File: src/rtl/line_clear_ctrl.sv
// line_clear_ctrl
// Runs the row-clear pass that follows a piece lock. The rows touched by the
// piece (lock_row_lo..lock_row_hi) are scanned bottom-up for full rows. Any
// surviving row is copied down over the cleared ones with a read/modify/write
// pass, and the vacated rows at the top are zero-filled. The renderer receives
// the clear_row / row_to_clear / num_rows_to_clear notification, and a
// saturating running line total is kept.
//
// Optional build macro: LINE_CLEAR_EARLY_EXIT_EN
//   When defined, the scan stops at the first empty row above the piece once
//   at least one row was cleared. The remaining rows are then zero-filled
//   directly instead of being read. The final board contents are the same in
//   both builds.
//
// RAM write strobe/address/data are decoded combinationally from the current
// state. The copy-down write must use rd_data in the same cycle it becomes
// valid. Every other output comes straight from a flop.

module line_clear_ctrl_chk #(
   parameter int BOARD_H = 20,
   parameter int ROW_AW  = 5
) (
   input logic              Clk,
   input logic              Reset_n,
   input logic              busy,
   input logic              done,
   input logic              rd_en,
   input logic [ROW_AW-1:0] rd_addr,
   input logic              wr_en,
   input logic [ROW_AW-1:0] wr_addr,
   input logic              clear_row,
   input logic [2:0]        num_rows_to_clear
);

   localparam logic [ROW_AW:0] BOARD_H_EXT = (ROW_AW+1)'(BOARD_H);

   a_done_not_busy : assert property (@(posedge Clk) disable iff (!Reset_n)
      !(busy && done));

   a_no_rdwr_same_row : assert property (@(posedge Clk) disable iff (!Reset_n)
      !(rd_en && wr_en && (rd_addr == wr_addr)));

   a_rd_only_busy : assert property (@(posedge Clk) disable iff (!Reset_n)
      rd_en |-> busy);

   a_wr_only_busy : assert property (@(posedge Clk) disable iff (!Reset_n)
      wr_en |-> busy);

   a_rd_in_range : assert property (@(posedge Clk) disable iff (!Reset_n)
      rd_en |-> ({1'b0, rd_addr} < BOARD_H_EXT));

   a_wr_in_range : assert property (@(posedge Clk) disable iff (!Reset_n)
      wr_en |-> ({1'b0, wr_addr} < BOARD_H_EXT));

   a_clear_with_done : assert property (@(posedge Clk) disable iff (!Reset_n)
      clear_row |-> done);

   a_clear_count_range : assert property (@(posedge Clk) disable iff (!Reset_n)
      clear_row |-> ((num_rows_to_clear >= 3'd1) && (num_rows_to_clear <= 3'd4)));

endmodule

module line_clear_ctrl #(
   parameter int BOARD_W = 10,
   parameter int BOARD_H = 20,
   parameter int ROW_AW  = 5
) (
   input  logic               Clk,
   input  logic               Reset_n,
   input  logic               lock_valid,
   input  logic [ROW_AW-1:0]  lock_row_lo,
   input  logic [ROW_AW-1:0]  lock_row_hi,
   output logic               busy,
   output logic               done,
   output logic               rd_en,
   output logic [ROW_AW-1:0]  rd_addr,
   input  logic [BOARD_W-1:0] rd_data,
   output logic               wr_en,
   output logic [ROW_AW-1:0]  wr_addr,
   output logic [BOARD_W-1:0] wr_data,
   output logic               clear_row,
   output logic [ROW_AW-1:0]  row_to_clear,
   output logic [2:0]         num_rows_to_clear,
   output logic [15:0]        lines_total
);

   localparam logic [2:0] ST_IDLE = 3'd0;
   localparam logic [2:0] ST_RD   = 3'd1;
   localparam logic [2:0] ST_CHK  = 3'd2;
   localparam logic [2:0] ST_FILL = 3'd3;
   localparam logic [2:0] ST_DONE = 3'd4;

   // Widened by one bit so a board that exactly fills the address space
   // still compares correctly.
   localparam logic [ROW_AW:0] BOARD_H_EXT = (ROW_AW+1)'(BOARD_H);

   // A request is usable when lo <= hi, hi is on the board and the span is
   // at most four rows (the tallest piece).
   function automatic logic req_ok(input logic [ROW_AW-1:0] lo,
                                   input logic [ROW_AW-1:0] hi);
      logic ok;
      if (lo > hi) begin
         ok = 1'b0;
      end else if ({1'b0, hi} >= BOARD_H_EXT) begin
         ok = 1'b0;
      end else if ((hi - lo) > ROW_AW'(3)) begin
         ok = 1'b0;
      end else begin
         ok = 1'b1;
      end
      return ok;
   endfunction

   // The line counter sticks at its maximum instead of wrapping.
   function automatic logic [15:0] sat_add16(input logic [15:0] a,
                                             input logic [2:0]  b);
      logic [16:0] sum;
      logic [15:0] res;
      sum = {1'b0, a} + {14'd0, b};
      if (sum[16]) begin
         res = 16'hFFFF;
      end else begin
         res = sum[15:0];
      end
      return res;
   endfunction

   // A row counts as full only when every cell is set.
   function automatic logic row_is_full(input logic [BOARD_W-1:0] row);
      return &row;
   endfunction

   // Pass state
   logic [2:0]         state_q, state_d;
   logic [ROW_AW-1:0]  src_q, src_d;        // row being scanned
   logic [ROW_AW-1:0]  dst_q, dst_d;        // next row to be written
   logic [ROW_AW-1:0]  lo_q, lo_d;          // top of the piece span
   logic [2:0]         shift_q, shift_d;    // full rows found so far
   logic [ROW_AW-1:0]  lowest_q, lowest_d;  // first (lowest) full row

   // Registered outputs
   logic               busy_q, busy_d;
   logic               done_q, done_d;
   logic               rd_en_q, rd_en_d;
   logic [ROW_AW-1:0]  rd_addr_q, rd_addr_d;
   logic               clear_row_q, clear_row_d;
   logic [ROW_AW-1:0]  row_to_clear_q, row_to_clear_d;
   logic [2:0]         num_q, num_d;
   logic [15:0]        lines_total_q, lines_total_d;

   // Combinational RAM write decode and scan helpers
   logic               row_full_s;
   logic               early_exit_s;
   logic               wr_en_s;
   logic [ROW_AW-1:0]  wr_addr_s;
   logic [BOARD_W-1:0] wr_data_s;

   // Next-state, scan bookkeeping and RAM-write decode for the clear pass
   always_comb begin
      state_d      = state_q;
      src_d        = src_q;
      dst_d        = dst_q;
      lo_d         = lo_q;
      shift_d      = shift_q;
      lowest_d     = lowest_q;
      row_full_s   = 1'b0;
      early_exit_s = 1'b0;
      wr_en_s      = 1'b0;
      wr_addr_s    = '0;
      wr_data_s    = '0;

      case (state_q)
         ST_IDLE: begin
            if (lock_valid) begin
               if (req_ok(lock_row_lo, lock_row_hi)) begin
                  src_d    = lock_row_hi;
                  dst_d    = lock_row_hi;
                  lo_d     = lock_row_lo;
                  shift_d  = 3'd0;
                  lowest_d = '0;
                  state_d  = ST_RD;
               end else begin
                  // Rejected request: finish at once with nothing cleared.
                  shift_d  = 3'd0;
                  state_d  = ST_DONE;
               end
            end else begin
               state_d = ST_IDLE;
            end
         end

         ST_RD: begin
            state_d = ST_CHK;
         end

         ST_CHK: begin
            // Rows above the piece can never be cleared by this lock.
            row_full_s = row_is_full(rd_data) && (src_q >= lo_q);
            if (row_full_s) begin
               shift_d = shift_q + 3'd1;
               if (shift_q == 3'd0) begin
                  lowest_d = src_q;
               end else begin
                  lowest_d = lowest_q;
               end
            end else begin
               if (shift_q != 3'd0) begin
                  // Surviving row drops down over the cleared rows.
                  wr_en_s   = 1'b1;
                  wr_addr_s = dst_q;
                  wr_data_s = rd_data;
               end else begin
                  // Nothing cleared yet: the row is already in place.
                  wr_en_s   = 1'b0;
               end
               dst_d = dst_q - ROW_AW'(1);
            end

`ifdef LINE_CLEAR_EARLY_EXIT_EN
            // Above the piece, an empty row means everything further up
            // is empty too, so the rest is a plain zero-fill.
            early_exit_s = !row_full_s && (shift_q != 3'd0) && (src_q < lo_q)
                           && (rd_data == '0);
`else
            early_exit_s = 1'b0;
`endif

            if ((src_q == lo_q) && (shift_d == 3'd0)) begin
               state_d = ST_DONE;
            end else if (early_exit_s) begin
               if (dst_q == '0) begin
                  state_d = ST_DONE;
               end else begin
                  state_d = ST_FILL;
               end
            end else if ((src_q == '0) && (shift_d != 3'd0)) begin
               state_d = ST_FILL;
            end else begin
               src_d   = src_q - ROW_AW'(1);
               state_d = ST_RD;
            end
         end

         ST_FILL: begin
            wr_en_s   = 1'b1;
            wr_addr_s = dst_q;
            wr_data_s = '0;
            if (dst_q == '0) begin
               state_d = ST_DONE;
            end else begin
               dst_d   = dst_q - ROW_AW'(1);
               state_d = ST_FILL;
            end
         end

         ST_DONE: begin
            shift_d = 3'd0;
            state_d = ST_IDLE;
         end

         default: begin
            state_d = ST_IDLE;
         end
      endcase
   end

   // Output values for the state being entered, so each output is a flop
   always_comb begin
      busy_d  = (state_d == ST_RD) || (state_d == ST_CHK) || (state_d == ST_FILL);
      done_d  = (state_d == ST_DONE);
      rd_en_d = (state_d == ST_RD);
      if (rd_en_d) begin
         rd_addr_d = src_d;
      end else begin
         rd_addr_d = '0;
      end
      clear_row_d = done_d && (shift_d != 3'd0);
      if (clear_row_d) begin
         row_to_clear_d = lowest_d;
         num_d          = shift_d;
         lines_total_d  = sat_add16(lines_total_q, shift_d);
      end else begin
         row_to_clear_d = '0;
         num_d          = 3'd0;
         lines_total_d  = lines_total_q;
      end
   end

   // State and output registers with synchronous active-low reset
   always_ff @(posedge Clk) begin
      if (!Reset_n) begin
         state_q        <= ST_IDLE;
         src_q          <= '0;
         dst_q          <= '0;
         lo_q           <= '0;
         shift_q        <= 3'd0;
         lowest_q       <= '0;
         busy_q         <= 1'b0;
         done_q         <= 1'b0;
         rd_en_q        <= 1'b0;
         rd_addr_q      <= '0;
         clear_row_q    <= 1'b0;
         row_to_clear_q <= '0;
         num_q          <= 3'd0;
         lines_total_q  <= 16'd0;
      end else begin
         state_q        <= state_d;
         src_q          <= src_d;
         dst_q          <= dst_d;
         lo_q           <= lo_d;
         shift_q        <= shift_d;
         lowest_q       <= lowest_d;
         busy_q         <= busy_d;
         done_q         <= done_d;
         rd_en_q        <= rd_en_d;
         rd_addr_q      <= rd_addr_d;
         clear_row_q    <= clear_row_d;
         row_to_clear_q <= row_to_clear_d;
         num_q          <= num_d;
         lines_total_q  <= lines_total_d;
      end
   end

   assign busy              = busy_q;
   assign done              = done_q;
   assign rd_en             = rd_en_q;
   assign rd_addr           = rd_addr_q;
   assign wr_en             = wr_en_s;
   assign wr_addr           = wr_addr_s;
   assign wr_data           = wr_data_s;
   assign clear_row         = clear_row_q;
   assign row_to_clear      = row_to_clear_q;
   assign num_rows_to_clear = num_q;
   assign lines_total       = lines_total_q;

   line_clear_ctrl_chk #(
      .BOARD_H (BOARD_H),
      .ROW_AW  (ROW_AW)
   ) u_chk (
      .Clk               (Clk),
      .Reset_n           (Reset_n),
      .busy              (busy),
      .done              (done),
      .rd_en             (rd_en),
      .rd_addr           (rd_addr),
      .wr_en             (wr_en),
      .wr_addr           (wr_addr),
      .clear_row         (clear_row),
      .num_rows_to_clear (num_rows_to_clear)
   );

endmodule

File: config.mk
export PLATFORM = sky130hd
export DESIGN_NAME = line_clear_ctrl
export DESIGN_NICKNAME = d
export VERILOG_FILES = /design/src/rtl/line_clear_ctrl.sv
export SDC_FILE = /design/constraint.sdc
export NUM_CORES = 1
export LEC_CHECK = 0
export ABC_AREA = 1
export BUFFER_PORTS_ARGS = -buffer_cell sky130_fd_sc_hd__buf_2
export CAP_MARGIN = 25
export CORE_MARGIN = 5
export CORE_UTILIZATION = 25
export CTS_BUF_LIST = sky130_fd_sc_hd__clkbuf_8
export DETAILED_ROUTE_END_ITERATION = 8
export GPL_TIMING_DRIVEN = 1
export PLACE_DENSITY = 0.42
export SETUP_SLACK_MARGIN = 0.1
export SYNTH_ARGS = -nofsm -noshare
export SYNTH_HDL_FRONTEND = slang
export SYNTH_SLANG_ARGS = --single-unit
File: constraint.sdc
create_clock -name Clk -period 9.5 [get_ports Clk]
set_input_delay 1.9 -clock Clk [delete_from_list [all_inputs] [get_ports Clk]]
set_output_delay 1.9 -clock Clk [all_outputs]
set_load 0.03 [all_outputs]
# Yosys cells after proc, flatten, opt, wreduce, memory -nomap -nowiden
# Cells that the tools add are included.
dict set report op_classes {
  addsub 5
  order_cmp 4
  eq_ne 13
  muxes 40
  reduce_logical 20
}
# op n
set op_table {}
lappend op_table {{5-bit 2-to-1 mux} 14}
lappend op_table {{10-bit 2-to-1 mux} 3}
lappend op_table {{5-bit case mux with 2 select lines} 3}
lappend op_table {{3-bit 2-to-1 mux} 7}
lappend op_table {{16-bit by 3-bit adder with 17-bit output} 1}
lappend op_table {{16-bit 2-to-1 mux} 1}
lappend op_table {{5-bit case mux with 3 select lines} 1}
lappend op_table {{3-bit by 2-bit equality test with 1-bit output, second input constant} 4}
lappend op_table {{3-bit case mux with 4 select lines} 1}
lappend op_table {{3-bit nonzero test} 4}
lappend op_table {{5-bit zero test} 2}
lappend op_table {{10-bit AND reduction} 1}
lappend op_table {{5-bit by 1-bit subtractor with 5-bit output, second input constant} 2}
lappend op_table {{3-bit zero test} 3}
lappend op_table {{3-bit case mux with 3 select lines} 1}
lappend op_table {{1-bit 2-to-1 mux} 7}
lappend op_table {{3-bit by 1-bit equality test with 1-bit output, second input constant} 2}
lappend op_table {{3-bit equality test, second input constant} 2}
lappend op_table {{2-bit inequality test, second input constant} 3}
lappend op_table {{5-bit equality test} 1}
lappend op_table {{5-bit greater-or-equal comparator} 1}
lappend op_table {{5-bit greater-or-equal comparator, second input constant} 1}
lappend op_table {{5-bit by 2-bit greater-than comparator with 1-bit output, second input constant} 1}
lappend op_table {{5-bit greater-than comparator} 1}
lappend op_table {{other kinds (10)} 15}
dict set report totals {
  regBits 59
  in_bits 23
  out_inout_bits 49
}

# Longest topological paths before layout
dict set report logic_depth {
  depth_word 13
  depth_mapped 29
  mapped_depth_nobuf 29
}

# Worst setup path before layout
# Ideal clock, no wire load.
dict set report synth_path {
  path_type {input to output}
  startpoint {input rd_data[8]}
  endpoint {output wr_data[0]}
  t_arrival_ps 3115
  required_ps 7600
  path_slack_ps 4485
  path_stages 9
  n_path_buf 0
  path_cell_list {nand2_1 > nor2_2 > inv_2 > nor2_1 > nand2_1 > inv_1 > nor3_1 > clkinv_1 > nor2_1}
}
dict set report synth_between {
  elab_chain_len 4
}
# item line_no
set synth_lines {}
lappend synth_lines {{from (decl)} 77} ;# input logic [BOARD_W-1:0] rd_data,
lappend synth_lines {{10-bit AND reduction} 130} ;# return &row;
lappend synth_lines {{1-bit logical AND} 198} ;# row_full_s = row_is_full(rd_data) && (src_q >= lo_q);
lappend synth_lines {{10-bit 2-to-1 mux} 199} ;# if (row_full_s) begin
lappend synth_lines {{10-bit 2-to-1 mux} 172} ;# case (state_q)
lappend synth_lines {{to (decl)} 80} ;# output logic [BOARD_W-1:0] wr_data,
# Every way passes these cells.

# Worst setup path after layout
dict set report layout_path {
  startpoint {input rd_data[3]}
  endpoint {output wr_data[3]}
}
dict set report layout_between {
  elab_chain_len 4
  word_cells_on_any_way 5
}
# item line_no
set layout_lines {}
lappend layout_lines {{10-bit AND reduction} 130}
lappend layout_lines {{1-bit logical AND} 198}
lappend layout_lines {{10-bit 2-to-1 mux *} 199}
lappend layout_lines {{10-bit 2-to-1 mux *} 172}
# Every way passes the cells marked *; elsewhere a longest branch is shown, timed or not.

==> summary.md <==
| Metric | Value |
|---|---|
| Mapped Cells | `578` |
| Mux cell area share after synthesis | `0` |
| Post-synth top area share | `0.3192` |
| Initial core utilization | `0.2546` |
| Cell Int Power | `433.4 uW` |
| Busiest layer in global routing | `met2` |
| IO Count | `72` |
| N_diodes | `0` |
| Area contributors post-synth | `dfxtp_1 (32%), nand2_1 (13%), nor2_1 (10%), inv_1 (9.0%), nand3_1 (6.2%)` |
| Final Cycle Share | `0.5487` |
| Vias in the first global route | `3733` |
| Final WS setup | `4.287 ns` |
| Hold bufs inserted after CTS | `0` |
| Die height | `131.7 um` |
| Clock skew | `0.008594 ns` |
| Post-CTS Setup Inserts | `0` |
| Peak supply drop | `60.24 uV` |
| P_leak | `0.002239 uW` |
| Fillers | `1649` |
| Endpoint type of the worst setup path | `primary output` |
| Port Buf Inserts | `71` |
| First-pass iteration count of the detailed router | `7` |
| Remaining DRCs | `0` |
| Syn-to-layout area delta | `19.75%` |
| Worst-skew pair later-pin latency | `0.36 ns` |
| GRT met2 Usage | `0.2029` |
| Nets | `691` |
| Root buffer cell | `clkbuf_8` |
| Crit path launch type | `primary input` |
| Ys flop type | `dfxtp_1` |
| Yosys reg bits | `59` |
| Die width | `131.7 um` |
| Gr usage total | `0.1266` |
| Crit Path Category | `in -> out` |
| Longest Clk Path Bufs | `2` |
| Count leader, synth | `nand2_1` |
| Clock power frac | `0.385` |
| Post-DP HPWL | `8.059 mm` |
| Die area | `17330 sq um` |
| Worst path required time | `7.60 ns` |
| Synth Warn # | `0` |
| PostCTS Resize Cnt | `0` |
| Post-synth EDFFs | `0` |
| Initial antenna violation count | `0` |
| Layout cells sized above 1 | `0.1779` |
| Worst Tran Pin Value | `0.8258 ns` |
| Combinational family with the most area after synthesis | `simple AND/OR/NAND/NOR gates` |
| Hold crit path type | `reg -> reg` |
| Sw Pwr | `181.7 uW` |
| Vias/cell | `4.372` |
| Largest net degree at the start of global routing | `27` |
| Data arrival time of the worst path | `3.31 ns` |
| Status | `complete, no violations` |
| Synthesized Nets | `620` |
| Num CTS Buffers | `9` |
| 1st-iter DRT viols | `171` |
| Total core area | `14530 sq um` |
| Max Clk Rate | `0.1918 GHz` |
| Minimum clock period | `5.213 ns` |
| Synth top cells by count | `nand2_1 (129), nor2_1 (100), inv_1 (89), dfxtp_1 (59), nand3_1 (46)` |
| Final ANT Viol Nets | `0` |
| Met3 Use GR | `0.04320` |
| Post-Synth Simple-Gate Area | `0.3713` |
| First-pass GRT wire length | `18.11 mm` |
| Register share of total power | `0.423` |
| Ys async rst share | `0` |
| CTS tree | `done` |
| Gr ovfl total | `0` |
| Synthesized cell area | `3700 sq um` |
| Synth Area in Compound Gates | `0.1109` |
| Yosys cell types | `38` |
| Reg clk slew, reported paths | `0.07 ns` |
| CP max FO | `10` |
| Routed length per instance | `12.59 um` |
| RSZ-0062 raised after global routing | `false` |
| Post-route setup TNS | `0 ns` |
| Row count | `44` |
| Fin. max-slew vios | `0` |
| Sw Ratio | `0.2954` |
| Final Setup Violations | `0` |
| Post-Synth XOR/XNOR Area | `0.01894` |
| Post-Route WL | `10.52 mm` |
| Slew margin rel. | `0.4474` |
| Maxcap violations | `0` |
| DP Worst Slack | `4.242 ns` |
| CTS HTree Levels | `3` |
| Mean post-synth cell area | `6.401 sq um` |
| Register area share after synthesis | `0.3192` |
| Sink Count | `59` |
| Final Hold Viols | `0` |
| Combinational share of power | `0.192` |
| Area share of fa/ha/maj cells after synthesis | `0.06831` |
| Cell taking the most area after synthesis | `dfxtp_1` |
| Final RePlAce weighted congestion | `0.7848` |
| Vias | `3655` |
| Met1 usage | `0.1589` |
| Power Dens Cells | `138.9 nW/um^2` |
==> cells in the final DEF (no fill, tap or decap), types with 3 or more instances in the layout <==
cell type | synthesis | routed
buf_2 | 2 | 71
or2_2 | 3 | 3
a21oi_1 | 32 | 32
nand2_2 | 3 | 3
nor2_1 | 100 | 100
nand4_1 | 3 | 3
nor3_1 | 9 | 9
inv_1 | 89 | 89
dfxtp_1 | 59 | 59
o21ai_0 | 19 | 19
nor2_4 | 3 | 3
clkbuf_8 | 0 | 12
nand3_1 | 46 | 46
ha_1 | 17 | 17
nor2_2 | 11 | 11
nand2_1 | 129 | 129
xor2_1 | 7 | 7
o22ai_1 | 6 | 6
a31oi_1 | 5 | 5
o211ai_1 | 3 | 3
==> worst paths after layout <==
path,from,to,slack [ns],cells past startpoint
max reg2reg,state_q[2],lines_total[11],5.47,22
min,lo_q[0],lo_q[0],0.48,2
max,rd_data[3],wr_data[3],4.29,11
min reg2reg,lo_q[0],lo_q[0],0.48,2
==> area by class of cell <==
type	instances	area [sq um]	share of cell area
Inverter	94	356.6	0.08049
Clock inverter	2	35.03	0.007907
Sequential cell	59	1181	0.2666
Timing Repair Buffer	71	355.3	0.08020
Tap cell	184	230.2	0.05196
Multi-Input combinational cell	414	2107	0.4756
Clock buffer	12	165.2	0.03728
==> sequential cells by signal, summed over array words and instances, names as in the netlist <==
| signal | flops |
|---|---|
| busy | 1 |
| clear_row | 1 |
| done | 1 |
| dst_q | 5 |
| lines_total | 16 |
| lo_q | 5 |
| lowest_q | 5 |
| num_rows_to_clear | 3 |
| rd_addr | 5 |
| rd_en | 1 |
| row_to_clear | 5 |
| shift_q | 3 |
| src_q | 5 |
| state_q | 3 |
==> critical path, stage by stage <==
cell and delay [ns]:
buf_2 0.11, nand2_1 0.08, nor2_1 0.05, nand3_1 0.06
nor2_1 0.07, nand2_1 0.08, inv_1 0.05, nor3_1 0.22
clkinv_1 0.32, nor2_1 0.16, buf_2 0.21
==> kinds of logic (layout without fill, tap and decap cells) <==
group | after synthesis | in the layout
simple gates | 314 | 314
compound gates | 73 | 73
xor+xnor | 8 | 8
buf+inv | 105 | 179
fa+ha+maj | 19 | 19
flops | 59 | 59
==> power by group through the flow <==
stage | registers [uW] | clock network, uW | logic (uW)
after floorplan | 266 | 0 | 88.5
after global placement | 266 | 0 | 117
after detailed placement | 266 | 0 | 118
after CTS | 260 | 249 | 119
after global routing | 261 | 260 | 137
final | 260 | 237 | 118
==> metal layers <==
layer	wire length (um)	up-vias
met5	0	-
met3	552	14
met2	4680	77
li1	-	1963
met1	5110	1601
met4	179	0
==> per-stage QoR <==
step | hold slack, ns | std cells | total power (uW) | cell area, sq um | util
after floorplan | 0.4330 | 578 | 354.2 | 3700 | -
after global placement | 0.4603 | 822 | 382.9 | 4230 | 0.2911
after detailed placement | 0.4652 | 822 | 384.3 | 4230 | 0.2911
after CTS | 0.4752 | 836 | 629.0 | 4431 | 0.3048
after global routing | 0.4997 | 836 | 658.0 | 4431 | 0.3048
final | 0.4754 | 836 | 615.2 | 4431 | 0.3048
No activity file was read; power rests on OpenSTA's default activity.
